**src/rtl/feature_packet_spi_tx_if.sv**
```systemverilog
// Bundles the packet request, feature-memory read port and byte stream of feature_packet_spi_tx.
// Byte handshake: a byte moves on a rising edge where txValid and txReady are both 1; txData holds while txValid=1 and txReady=0.
interface feature_packet_spi_tx_if #(
    parameter int NUM_BITS_X    = 10,
    parameter int NUM_BITS_Y    = 9,
    parameter int ADDRESS_WIDTH = 8
);
    localparam int FW = 2 * (NUM_BITS_X + NUM_BITS_Y);

    logic                     start;
    logic [7:0]               frameCount;
    logic [ADDRESS_WIDTH-1:0] featureCount;
    logic [ADDRESS_WIDTH-1:0] readAddress;
    logic [FW-1:0]            readData;
    logic [7:0]               txData;
    logic                     txValid;
    logic                     txReady;
    logic                     busy;
    logic                     done;
    logic                     overrun;
    logic [2:0]               dbg_state;

    modport master (
        output start, frameCount, featureCount, readData, txReady,
        input  readAddress, txData, txValid, busy, done, overrun, dbg_state
    );

    modport slave (
        input  start, frameCount, featureCount, readData, txReady,
        output readAddress, txData, txValid, busy, done, overrun, dbg_state
    );
endinterface

```
**src/rtl/feature_packet_spi_tx.sv**
```systemverilog
// Serialises a header plus N feature words from memory into a byte stream for an SPI master.
// Define FEATURE_PACKET_SPI_CRC_EN to append a CRC-8 (poly 0x07) byte over the whole packet.
module feature_packet_spi_tx #(
    parameter int NUM_BITS_X    = 10,
    parameter int NUM_BITS_Y    = 9,
    parameter int ADDRESS_WIDTH = 8,
    parameter int MSB_FIRST     = 0
) (
    input logic                    systemClock,
    input logic                    nReset,
    feature_packet_spi_tx_if.slave bus
);
    localparam int FW = 2 * (NUM_BITS_X + NUM_BITS_Y);
    localparam int B  = (FW + 7) / 8;
    localparam int SW = 8 * B;

    typedef enum logic [2:0] {
        IDLE  = 3'd0,
        HDR   = 3'd1,
        FETCH = 3'd2,
        LOAD  = 3'd3,
        FEAT  = 3'd4,
        DONE  = 3'd5
`ifdef FEATURE_PACKET_SPI_CRC_EN
        , CRC = 3'd6
`endif
    } state_t;

    state_t                   state;
    logic [7:0]               tx_data;
    logic                     tx_valid;
    logic                     busy_q;
    logic                     done_q;
    logic                     overrun_q;
    logic [ADDRESS_WIDTH-1:0] read_addr;
    logic [7:0]               frame_q;
    logic [ADDRESS_WIDTH-1:0] count_q;
    logic [ADDRESS_WIDTH:0]   feat_idx;
    logic [3:0]               byte_idx;
    logic [SW-1:0]            shreg;

    logic                     xfer;
    logic [15:0]              n16;
    logic [7:0]               hdr_next;
    logic [ADDRESS_WIDTH:0]   feat_next;
    logic                     more_feats;
    logic [SW-1:0]            padded;
    logic [7:0]               load_byte;
    logic [SW-1:0]            load_rest;
    logic [7:0]               next_byte;
    logic [SW-1:0]            next_rest;

    assign xfer       = tx_valid && bus.txReady;
    assign n16        = 16'(count_q);
    assign feat_next  = feat_idx + 1'b1;
    assign more_feats = feat_next < {1'b0, count_q};

    always_comb begin
        hdr_next = frame_q;
        case (byte_idx)
            4'd1:    hdr_next = n16[7:0];
            4'd2:    hdr_next = n16[15:8];
            default: hdr_next = frame_q;
        endcase
    end

    // The byte on the wire is always taken from one end of the shift register.
    always_comb begin
        padded = SW'(bus.readData);
        if (MSB_FIRST != 0) begin
            load_byte = padded[SW-1 -: 8];
            load_rest = padded << 8;
            next_byte = shreg[SW-1 -: 8];
            next_rest = shreg << 8;
        end else begin
            load_byte = padded[7:0];
            load_rest = padded >> 8;
            next_byte = shreg[7:0];
            next_rest = shreg >> 8;
        end
    end

`ifdef FEATURE_PACKET_SPI_CRC_EN
    logic [7:0] crc_q;
    logic [7:0] crc_next;

    function automatic logic [7:0] crc8_byte(input logic [7:0] c, input logic [7:0] d);
        logic [7:0] r;
        r = c ^ d;
        for (int i = 0; i < 8; i++) begin
            r = r[7] ? ((r << 1) ^ 8'h07) : (r << 1);
        end
        return r;
    endfunction

    assign crc_next = crc8_byte(crc_q, tx_data);
`endif

    always_ff @(posedge systemClock or negedge nReset) begin
        if (!nReset) begin
            state     <= IDLE;
            tx_data   <= '0;
            tx_valid  <= 1'b0;
            busy_q    <= 1'b0;
            done_q    <= 1'b0;
            overrun_q <= 1'b0;
            read_addr <= '0;
            frame_q   <= '0;
            count_q   <= '0;
            feat_idx  <= '0;
            byte_idx  <= '0;
            shreg     <= '0;
`ifdef FEATURE_PACKET_SPI_CRC_EN
            crc_q     <= '0;
`endif
        end else begin
            done_q    <= 1'b0;
            overrun_q <= 1'b0;
            // A new request while a packet is in flight kills it; the request itself is dropped.
            if (busy_q && bus.start) begin
                state     <= IDLE;
                tx_valid  <= 1'b0;
                busy_q    <= 1'b0;
                overrun_q <= 1'b1;
            end else begin
                case (state)
                    IDLE: begin
                        if (bus.start) begin
                            state    <= HDR;
                            frame_q  <= bus.frameCount;
                            count_q  <= bus.featureCount;
                            byte_idx <= '0;
                            feat_idx <= '0;
                            tx_data  <= 8'hA5;
                            tx_valid <= 1'b1;
                            busy_q   <= 1'b1;
`ifdef FEATURE_PACKET_SPI_CRC_EN
                            crc_q    <= '0;
`endif
                        end
                    end
                    HDR: begin
                        if (xfer) begin
`ifdef FEATURE_PACKET_SPI_CRC_EN
                            crc_q <= crc_next;
`endif
                            if (byte_idx == 4'd3) begin
                                if (count_q != '0) begin
                                    state     <= FETCH;
                                    read_addr <= '0;
                                    tx_valid  <= 1'b0;
                                end else begin
`ifdef FEATURE_PACKET_SPI_CRC_EN
                                    state    <= CRC;
                                    tx_data  <= crc_next;
                                    tx_valid <= 1'b1;
`else
                                    state    <= DONE;
                                    tx_valid <= 1'b0;
                                    busy_q   <= 1'b0;
                                    done_q   <= 1'b1;
`endif
                                end
                            end else begin
                                byte_idx <= byte_idx + 4'd1;
                                tx_data  <= hdr_next;
                            end
                        end
                    end
                    FETCH: state <= LOAD;
                    LOAD: begin
                        shreg    <= load_rest;
                        tx_data  <= load_byte;
                        tx_valid <= 1'b1;
                        byte_idx <= '0;
                        state    <= FEAT;
                    end
                    FEAT: begin
                        if (xfer) begin
`ifdef FEATURE_PACKET_SPI_CRC_EN
                            crc_q <= crc_next;
`endif
                            if (byte_idx == 4'(B - 1)) begin
                                if (more_feats) begin
                                    feat_idx  <= feat_next;
                                    read_addr <= feat_next[ADDRESS_WIDTH-1:0];
                                    state     <= FETCH;
                                    tx_valid  <= 1'b0;
                                end else begin
`ifdef FEATURE_PACKET_SPI_CRC_EN
                                    state    <= CRC;
                                    tx_data  <= crc_next;
                                    tx_valid <= 1'b1;
`else
                                    state    <= DONE;
                                    tx_valid <= 1'b0;
                                    busy_q   <= 1'b0;
                                    done_q   <= 1'b1;
`endif
                                end
                            end else begin
                                byte_idx <= byte_idx + 4'd1;
                                tx_data  <= next_byte;
                                shreg    <= next_rest;
                            end
                        end
                    end
`ifdef FEATURE_PACKET_SPI_CRC_EN
                    CRC: begin
                        if (xfer) begin
                            state    <= DONE;
                            tx_valid <= 1'b0;
                            busy_q   <= 1'b0;
                            done_q   <= 1'b1;
                        end
                    end
`endif
                    DONE:    state <= IDLE;
                    default: state <= IDLE;
                endcase
            end
        end
    end

    assign bus.txData      = tx_data;
    assign bus.txValid     = tx_valid;
    assign bus.busy        = busy_q;
    assign bus.done        = done_q;
    assign bus.overrun     = overrun_q;
    assign bus.readAddress = read_addr;
    assign bus.dbg_state   = state;
endmodule

```
**src/flat_wrapper.sv**
```systemverilog
// flat-port wrapper written by rule: the top's interface ports become plain ports
module feature_packet_spi_tx_flat 
#(
    parameter int NUM_BITS_X    = 10,
    parameter int NUM_BITS_Y    = 9,
    parameter int ADDRESS_WIDTH = 8,
    parameter int MSB_FIRST     = 0
)
  (systemClock, nReset, bus_start, bus_frameCount, bus_featureCount, bus_readData, bus_txReady, bus_readAddress, bus_txData, bus_txValid, bus_busy, bus_done, bus_overrun, bus_dbg_state);
  feature_packet_spi_tx_if #(.NUM_BITS_X(NUM_BITS_X), .NUM_BITS_Y(NUM_BITS_Y), .ADDRESS_WIDTH(ADDRESS_WIDTH)) bus_i ();
  input logic systemClock;
  input logic nReset;
  input wire logic [$bits(bus_i.start)-1:0] bus_start;
  input wire logic [$bits(bus_i.frameCount)-1:0] bus_frameCount;
  input wire logic [$bits(bus_i.featureCount)-1:0] bus_featureCount;
  input wire logic [$bits(bus_i.readData)-1:0] bus_readData;
  input wire logic [$bits(bus_i.txReady)-1:0] bus_txReady;
  output wire logic [$bits(bus_i.readAddress)-1:0] bus_readAddress;
  output wire logic [$bits(bus_i.txData)-1:0] bus_txData;
  output wire logic [$bits(bus_i.txValid)-1:0] bus_txValid;
  output wire logic [$bits(bus_i.busy)-1:0] bus_busy;
  output wire logic [$bits(bus_i.done)-1:0] bus_done;
  output wire logic [$bits(bus_i.overrun)-1:0] bus_overrun;
  output wire logic [$bits(bus_i.dbg_state)-1:0] bus_dbg_state;
  assign bus_i.start = bus_start;
  assign bus_i.frameCount = bus_frameCount;
  assign bus_i.featureCount = bus_featureCount;
  assign bus_i.readData = bus_readData;
  assign bus_i.txReady = bus_txReady;
  assign bus_readAddress = bus_i.readAddress;
  assign bus_txData = bus_i.txData;
  assign bus_txValid = bus_i.txValid;
  assign bus_busy = bus_i.busy;
  assign bus_done = bus_i.done;
  assign bus_overrun = bus_i.overrun;
  assign bus_dbg_state = bus_i.dbg_state;
  feature_packet_spi_tx #(.NUM_BITS_X(NUM_BITS_X), .NUM_BITS_Y(NUM_BITS_Y), .ADDRESS_WIDTH(ADDRESS_WIDTH), .MSB_FIRST(MSB_FIRST)) u_core (.systemClock(systemClock), .nReset(nReset), .bus(bus_i));
endmodule
```
**config.mk**
```make
export PLATFORM = sky130hd
export DESIGN_NAME = feature_packet_spi_tx_flat
export DESIGN_NICKNAME = d
export VERILOG_FILES = /design/src/rtl/feature_packet_spi_tx_if.sv /design/src/rtl/feature_packet_spi_tx.sv /design/src/flat_wrapper.sv
export SDC_FILE = /design/constraint.sdc
export NUM_CORES = 1
export LEC_CHECK = 0
export ABC_AREA = 1
export BUFFER_PORTS_ARGS = -buffer_cell sky130_fd_sc_hd__buf_2
export CAP_MARGIN = 10
export CORE_MARGIN = 5
export CORE_UTILIZATION = 45
export DETAILED_ROUTE_END_ITERATION = 8
export GPL_TIMING_DRIVEN = 0
export PLACE_DENSITY_LB_ADDON = 0.2
export RECOVER_POWER = 50
export SETUP_SLACK_MARGIN = 0.3
export SYNTH_ARGS = -nofsm -noshare
export SYNTH_HDL_FRONTEND = slang
export SYNTH_SLANG_ARGS = --single-unit
```
**constraint.sdc**
```tcl
create_clock -name systemClock -period 2.65 [get_ports systemClock]
set_input_delay 0.6625 -clock systemClock [delete_from_list [all_inputs] [get_ports systemClock]]
set_output_delay 0.6625 -clock systemClock [all_outputs]
set_load 0.02 [all_outputs]
```
# Word-level counts from Yosys, hierarchy flattened
# Cells that the tools add are included.
[op_classes]
n_addsub = 2
magnitude_cmp = 1
eq_ne = 24
n_mux = 61
bitwise = 1
n_reduce_logical = 18
[op_table]
columns = ["cell", "n"]
rows = [
  ["$mux 8", 11],
  ["$mux 40", 2],
  ["$pmux 40 s2", 1],
  ["$mux 9", 4],
  ["$pmux 8 s2", 2],
  ["$pmux 8 s4", 1],
  ["$mux 3", 8],
  ["$mux 1", 21],
  ["$mux 4", 5],
  ["$pmux 9 s2", 1],
  ["$pmux 4 s4", 1],
  ["$reduce_and 8->1", 2],
  ["$pmux 3 s5", 1],
  ["$ne 2x1->1 const B", 6],
  ["$ne 3x1->1 const B", 4],
  ["$reduce_and 6->1", 2],
  ["$add 9x1->9 const B", 1],
  ["$lt 9x8->1", 1],
  ["$eq 4x2->1 const B", 2],
  ["$reduce_bool 4->1", 2],
  ["$reduce_bool 8->1", 1],
  ["$reduce_and 7->1", 1],
  ["$eq 3x2->1 const B", 2],
  ["$ne 2x2->1 const B", 3],
  ["18 further kinds", 22],
]
[totals]
regBits = 92
output_inout_bits = 23
wordCells = 119

# Logic depth before layout (Yosys ltp)
[depth]
word_depth = 7
depth_mapped = 20
mapped_depth_nobuf = 20

# Worst setup path before layout
# Ideal clock, no wire load.
[synth_timing]
path_type = "flip-flop to flip-flop"
start = "register u_core.feat_idx[0]"
end = "register u_core.read_addr[5] (netlist: u_core.bus.readAddress[5])"
arrival_time_ns = 2.234
required_ns = 2.532
slack_ns = 0.298
path_stages_with_launch = 17
n_path_buf = 1
period_less_slack_ns = 2.352
path_cell_list = "dfrtp_1 ha_1 nand2_1 nor2_2 nand3_1 xor2_1 inv_1 ha_1 a21oi_1 nand2_1 nand2_1 nand2_1 nand2_2 nand3_2 buf_4 nand2_1 o21ai_2"
[synth_via]
elab_chain_cells = 5
word_cells_on_any_way = 8
[synth_rtl]
columns = ["element", "line_no", "text"]
rows = [
  ["start, declared", "feature_packet_spi_tx.sv:38", "logic [ADDRESS_WIDTH:0] feat_idx;"],
  ["start signal, assigned", "feature_packet_spi_tx.sv:185", "feat_idx <= feat_next;"],
  ["$add 9x1->9 *", "feature_packet_spi_tx.sv:55", "assign feat_next = feat_idx + 1'b1;"],
  ["parallel branches: the longest is 4 deep, another holds $lt 9x8->1", "-", ""],
  ["end signal, assigned", "feature_packet_spi_tx.sv:186", "read_addr <= feat_next[ADDRESS_WIDTH-1:0];"],
  ["end, declared", "feature_packet_spi_tx.sv:35", "logic [ADDRESS_WIDTH-1:0] read_addr;"],
]
# Mark *: on every way between the ends. The select of a mux whose other input is x is not followed.
# A chain may end at the register's enable or synchronous reset.

# Worst setup path after layout
[layout_timing]
start = "register u_core.feat_idx[0]"
end = "register u_core.read_addr[4] (netlist: u_core.bus.readAddress[4])"
# The elaborated chain is that of the path after synthesis.

==> impl_metrics.toml <==
[pwr]
p_per_area_nw_per_um2 = 1130
leakagePower_nw = 2.74
ir_worst_vdd_mv = 0.464

[yosys]
yosysUniqueCellTypes = 37
yosys_warnings = 0
ys.flop_type = "dfrtp_1"
netlist_area_um2 = 4330
async_flop_share = 1.00
syn_nets = 602
synth_area_leaders = "dfrtp_1 47%, nand2_1 9.5%, inv_1 6.8%, o21ai_0 5.4%, nor2_1 4.2%"
ys_ff_latch = 82
syn_avg_cell_area_um2 = 8.13
synth_edf_count = 0
synthCells = 532
synth_largest_area_cell = "dfrtp_1"
ys_seq_area_frac = 0.474
netlist.area_leader.share = 0.474

[clock_tree]
ctsHoldBuffers = 0
h-tree-depth = 3
clock_path_buffers = 2
clock_latency_ns = 0.36
cts.sink_count = 82
root_buffer = "clkbuf_8"
cts_made_buffers = 9
cts.clk_slew.worst_paths_ns = 0.09
cts_tree = "built"

[critical_path]
worstPathArrival_ns = 2.67
crit_fanout = 5
slowest_delay_ns = 0.41
crit_top_cell = "nand2_1"
start_kind = "flop"
cp-end-kind = "flop"
slowest_stage = "dfrtp_1"
crit_chain = "ha_2, buf_6, xor2_2, ha_1, a21oi_2, nand2_1, nand2_1, nand2_1, nand2_1, nand2_1, nand2_2, nand2_2, nand2_4, nand3_4, buf_12, nand2_2, o21ai_2"
cp.required_ns = 2.91
path_class = "reg -> reg"

[outcome]
status = "complete, no violations"

[cells_and_area]
finalNetCount = 710
antenna_cells = 0
stdcell_area_um2 = 5490
syn_to_final_growth_pct = 26.8
drive_above_1_share = 0.257
multi_input_area_um2 = 2020
fin_util = 0.588
ff_latch_area_um2 = 2050
nFillCells = 854

[global_routing]
grt_start_max_net_pins = 67
grt_pass1_wl_mm = 18.7
antenna_found_initial = 0
grt_pass1_vias = 3961
grt-ovfl-total = 0
grtUsageTotal = 0.203

[timing]
drv_slew = 0
relSlewSlack = 0.390
fmax_mhz = 415
finClkSkew_ns = 0.0112
layout_setup_ws_ns = 0.239
rsz0062_at_grt = "true"
worstMarginPinSlew_ns = 0.915
finalSetupTns_ns = 0
finalHoldViolations = 0
period_minus_slack_ns = 2.41
final.period_utilization = 0.910
setup-violations-final = 0

[floorplanning]
rows = 35
io-pin-count = 81
fp.dieW_um = 108
die-height_um = 108
die_area_um2 = 11700
core_um2 = 9330
initial_core_util = 0.464

[placed_design]
pre_cts_ws_ns = -0.0473
port-buffer-count = 80
dpl_cell_area_um2 = 4920
place.gp.congestion = 0.826
dp_hpwl_mm = 8.33

[drt]
wl_per_cell_um = 14.9
drcViolationCount = 0
drtIter0Drc = 175
drtAntennaViolNets = 0
via_per_inst = 5.10
wirelength_mm = 11.5
first_pass_iters = 4
vias = 3951

[worst_hold_path]
hold_class = "in -> async"

[flow_run]
cap_violations = 0
logic make-up (layout without fill, tap and decap cells):
| family | after synthesis | count (layout) | share of synthesized area |
|---|---|---|---|
| mux | 3 | 3 | 0.00781 |
| flops | 82 | 82 | 0.474 |
| compound gates | 127 | 127 | 0.178 |
| xor+xnor | 3 | 3 | 0.00608 |
| buf+inv | 104 | 216 | 0.0963 |
| simple gates | 201 | 202 | 0.202 |
| fa+ha+maj | 12 | 12 | 0.0347 |
final timing paths:
check	startpoint	slack [ns]	depth (start not counted)	endpoint
worst min register to register	u_core.feat_idx[3]$_DFFE_PN0P_	0.48	2	u_core.feat_idx[3]$_DFFE_PN0P_
max in group asynchronous	nReset	0.75	2	u_core.bus.txData[5]$_DFFE_PN0P_
worst min-delay path	nReset	0.39	1	u_core.bus.readAddress[1]$_DFFE_PN0P_
worst max register to register	u_core.feat_idx[0]$_DFFE_PN0P_	0.24	17	u_core.bus.readAddress[4]$_DFFE_PN0P_
worst max-delay path	u_core.feat_idx[0]$_DFFE_PN0P_	0.24	17	u_core.bus.readAddress[4]$_DFFE_PN0P_
min in group systemClock	u_core.feat_idx[3]$_DFFE_PN0P_	0.48	2	u_core.feat_idx[3]$_DFFE_PN0P_
where the power goes:
| group | switching [mW] | internal, mW | total [mW] | leakage, nW |
|---|---|---|---|---|
| sequential | 0.218 | 1.72 | 1.94 | 1.01 |
| combinational | 1.93 | 1.08 | 3.01 | 1.59 |
| clock | 0.502 | 0.733 | 1.24 | 0.136 |
| total | 2.65 | 3.53 | 6.18 | 2.74 |
placed cells by master (no fill, tap or decap), types with 2 or more instances in the layout:
| master | count |
|---|---|
| bufinv_16 | 4 |
| a211oi_1 | 2 |
| o21ai_2 | 8 |
| a21oi_1 | 28 |
| nor3_1 | 2 |
| a21oi_2 | 2 |
| buf_4 | 12 |
| clkbuf_1 | 23 |
| nor2_4 | 4 |
| nand2_2 | 10 |
| buf_2 | 73 |
| inv_1 | 77 |
| ha_4 | 2 |
| o21ai_0 | 47 |
| mux2_2 | 3 |
| dfrtp_1 | 82 |
| nand2_4 | 8 |
| o22ai_1 | 7 |
| ha_1 | 9 |
| nand4_1 | 4 |
| nand2_1 | 97 |
| nor2_1 | 48 |
| o211ai_1 | 16 |
| clkbuf_8 | 9 |
| nand3_1 | 20 |
| buf_6 | 5 |
| nand4_4 | 2 |
| a221oi_1 | 5 |
| inv_2 | 6 |
| xor2_2 | 2 |
| a31oi_1 | 7 |
| nand3_2 | 3 |
critical path, delay by kind of cell (launching register included):
family / cells / cell delay, ns
AO/OA/AOI/OAI: 2 / 0.17
flip-flops: 1 / 0.41
adder cells (fa/ha/maj): 2 / 0.55
buffers and inverters: 2 / 0.31
AND/OR/NAND/NOR: 10 / 0.72
XOR/XNOR: 1 / 0.14
metal layers:
| layer | track usage | routed length [um] | vias to the layer above |
|---|---|---|---|
| met4 | 0.0803 | 297 | 0 |
| met1 | 0.271 | 5150 | 1873 |
| met2 | 0.332 | 5590 | 104 |
| met3 | 0.0334 | 483 | 23 |
| li1 | - | - | 1951 |
| met5 | 0 | 0 | - |
area by class of cell:
class / instances / share of cell area
Buffer: 21 / 0.0205
Clock buffer: 9 / 0.0226
Clock inverter: 7 / 0.0271
Inverter: 83 / 0.0568
Multi-Input combinational cell: 347 / 0.368
Sequential cell: 82 / 0.374
Tap cell: 129 / 0.0294
Timing Repair Buffer: 96 / 0.101
sequential cells by signal (all words and copies together) (netlist names):
register,count
u_core.shreg,30
u_core.feat_idx,9
u_core.bus.readAddress,8
u_core.bus.txData,8
u_core.count_q,8
u_core.frame_q,8
u_core.byte_idx,4
u_core.bus.dbg_state,3
u_core.bus.busy,1
u_core.bus.done,1
u_core.bus.overrun,1
u_core.bus.txValid,1
synth_stat cells, types with 2 or more instances:
cell type,instances
o22ai_1,7
nor2_4,2
nand3_1,22
nor2_2,3
o211ai_1,16
nor3_1,2
a221oi_1,5
a21oi_1,29
clkbuf_1,13
o21ai_2,8
buf_2,3
nor2_1,48
mux2_2,3
dfrtp_1,82
buf_4,4
nand2_2,4
a31oi_1,7
inv_1,78
ha_1,12
o21ai_0,47
nand3_2,2
a211oi_1,2
nand2_1,109
xor2_1,3
nand2_4,2
nand4_1,4
inv_2,5
per-stage QoR:
step                std cells  total power, mW  hold WS, ns
finish                    774             6.18        0.392
global route              774             6.64        0.482
CTS                       771             6.17        0.163
detailed placement        742             4.65        0.464
global placement          741             4.55        0.458
floorplan                 532             3.86        0.367
repair_timing:
action,in CTS,in global routing
setup buffers,11,3
gates cloned,2,0
pin swaps,8,16
gates resized for setup,21,18
endpoints found under the setup margin,19,22
No activity file was read; power rests on OpenSTA's default activity.
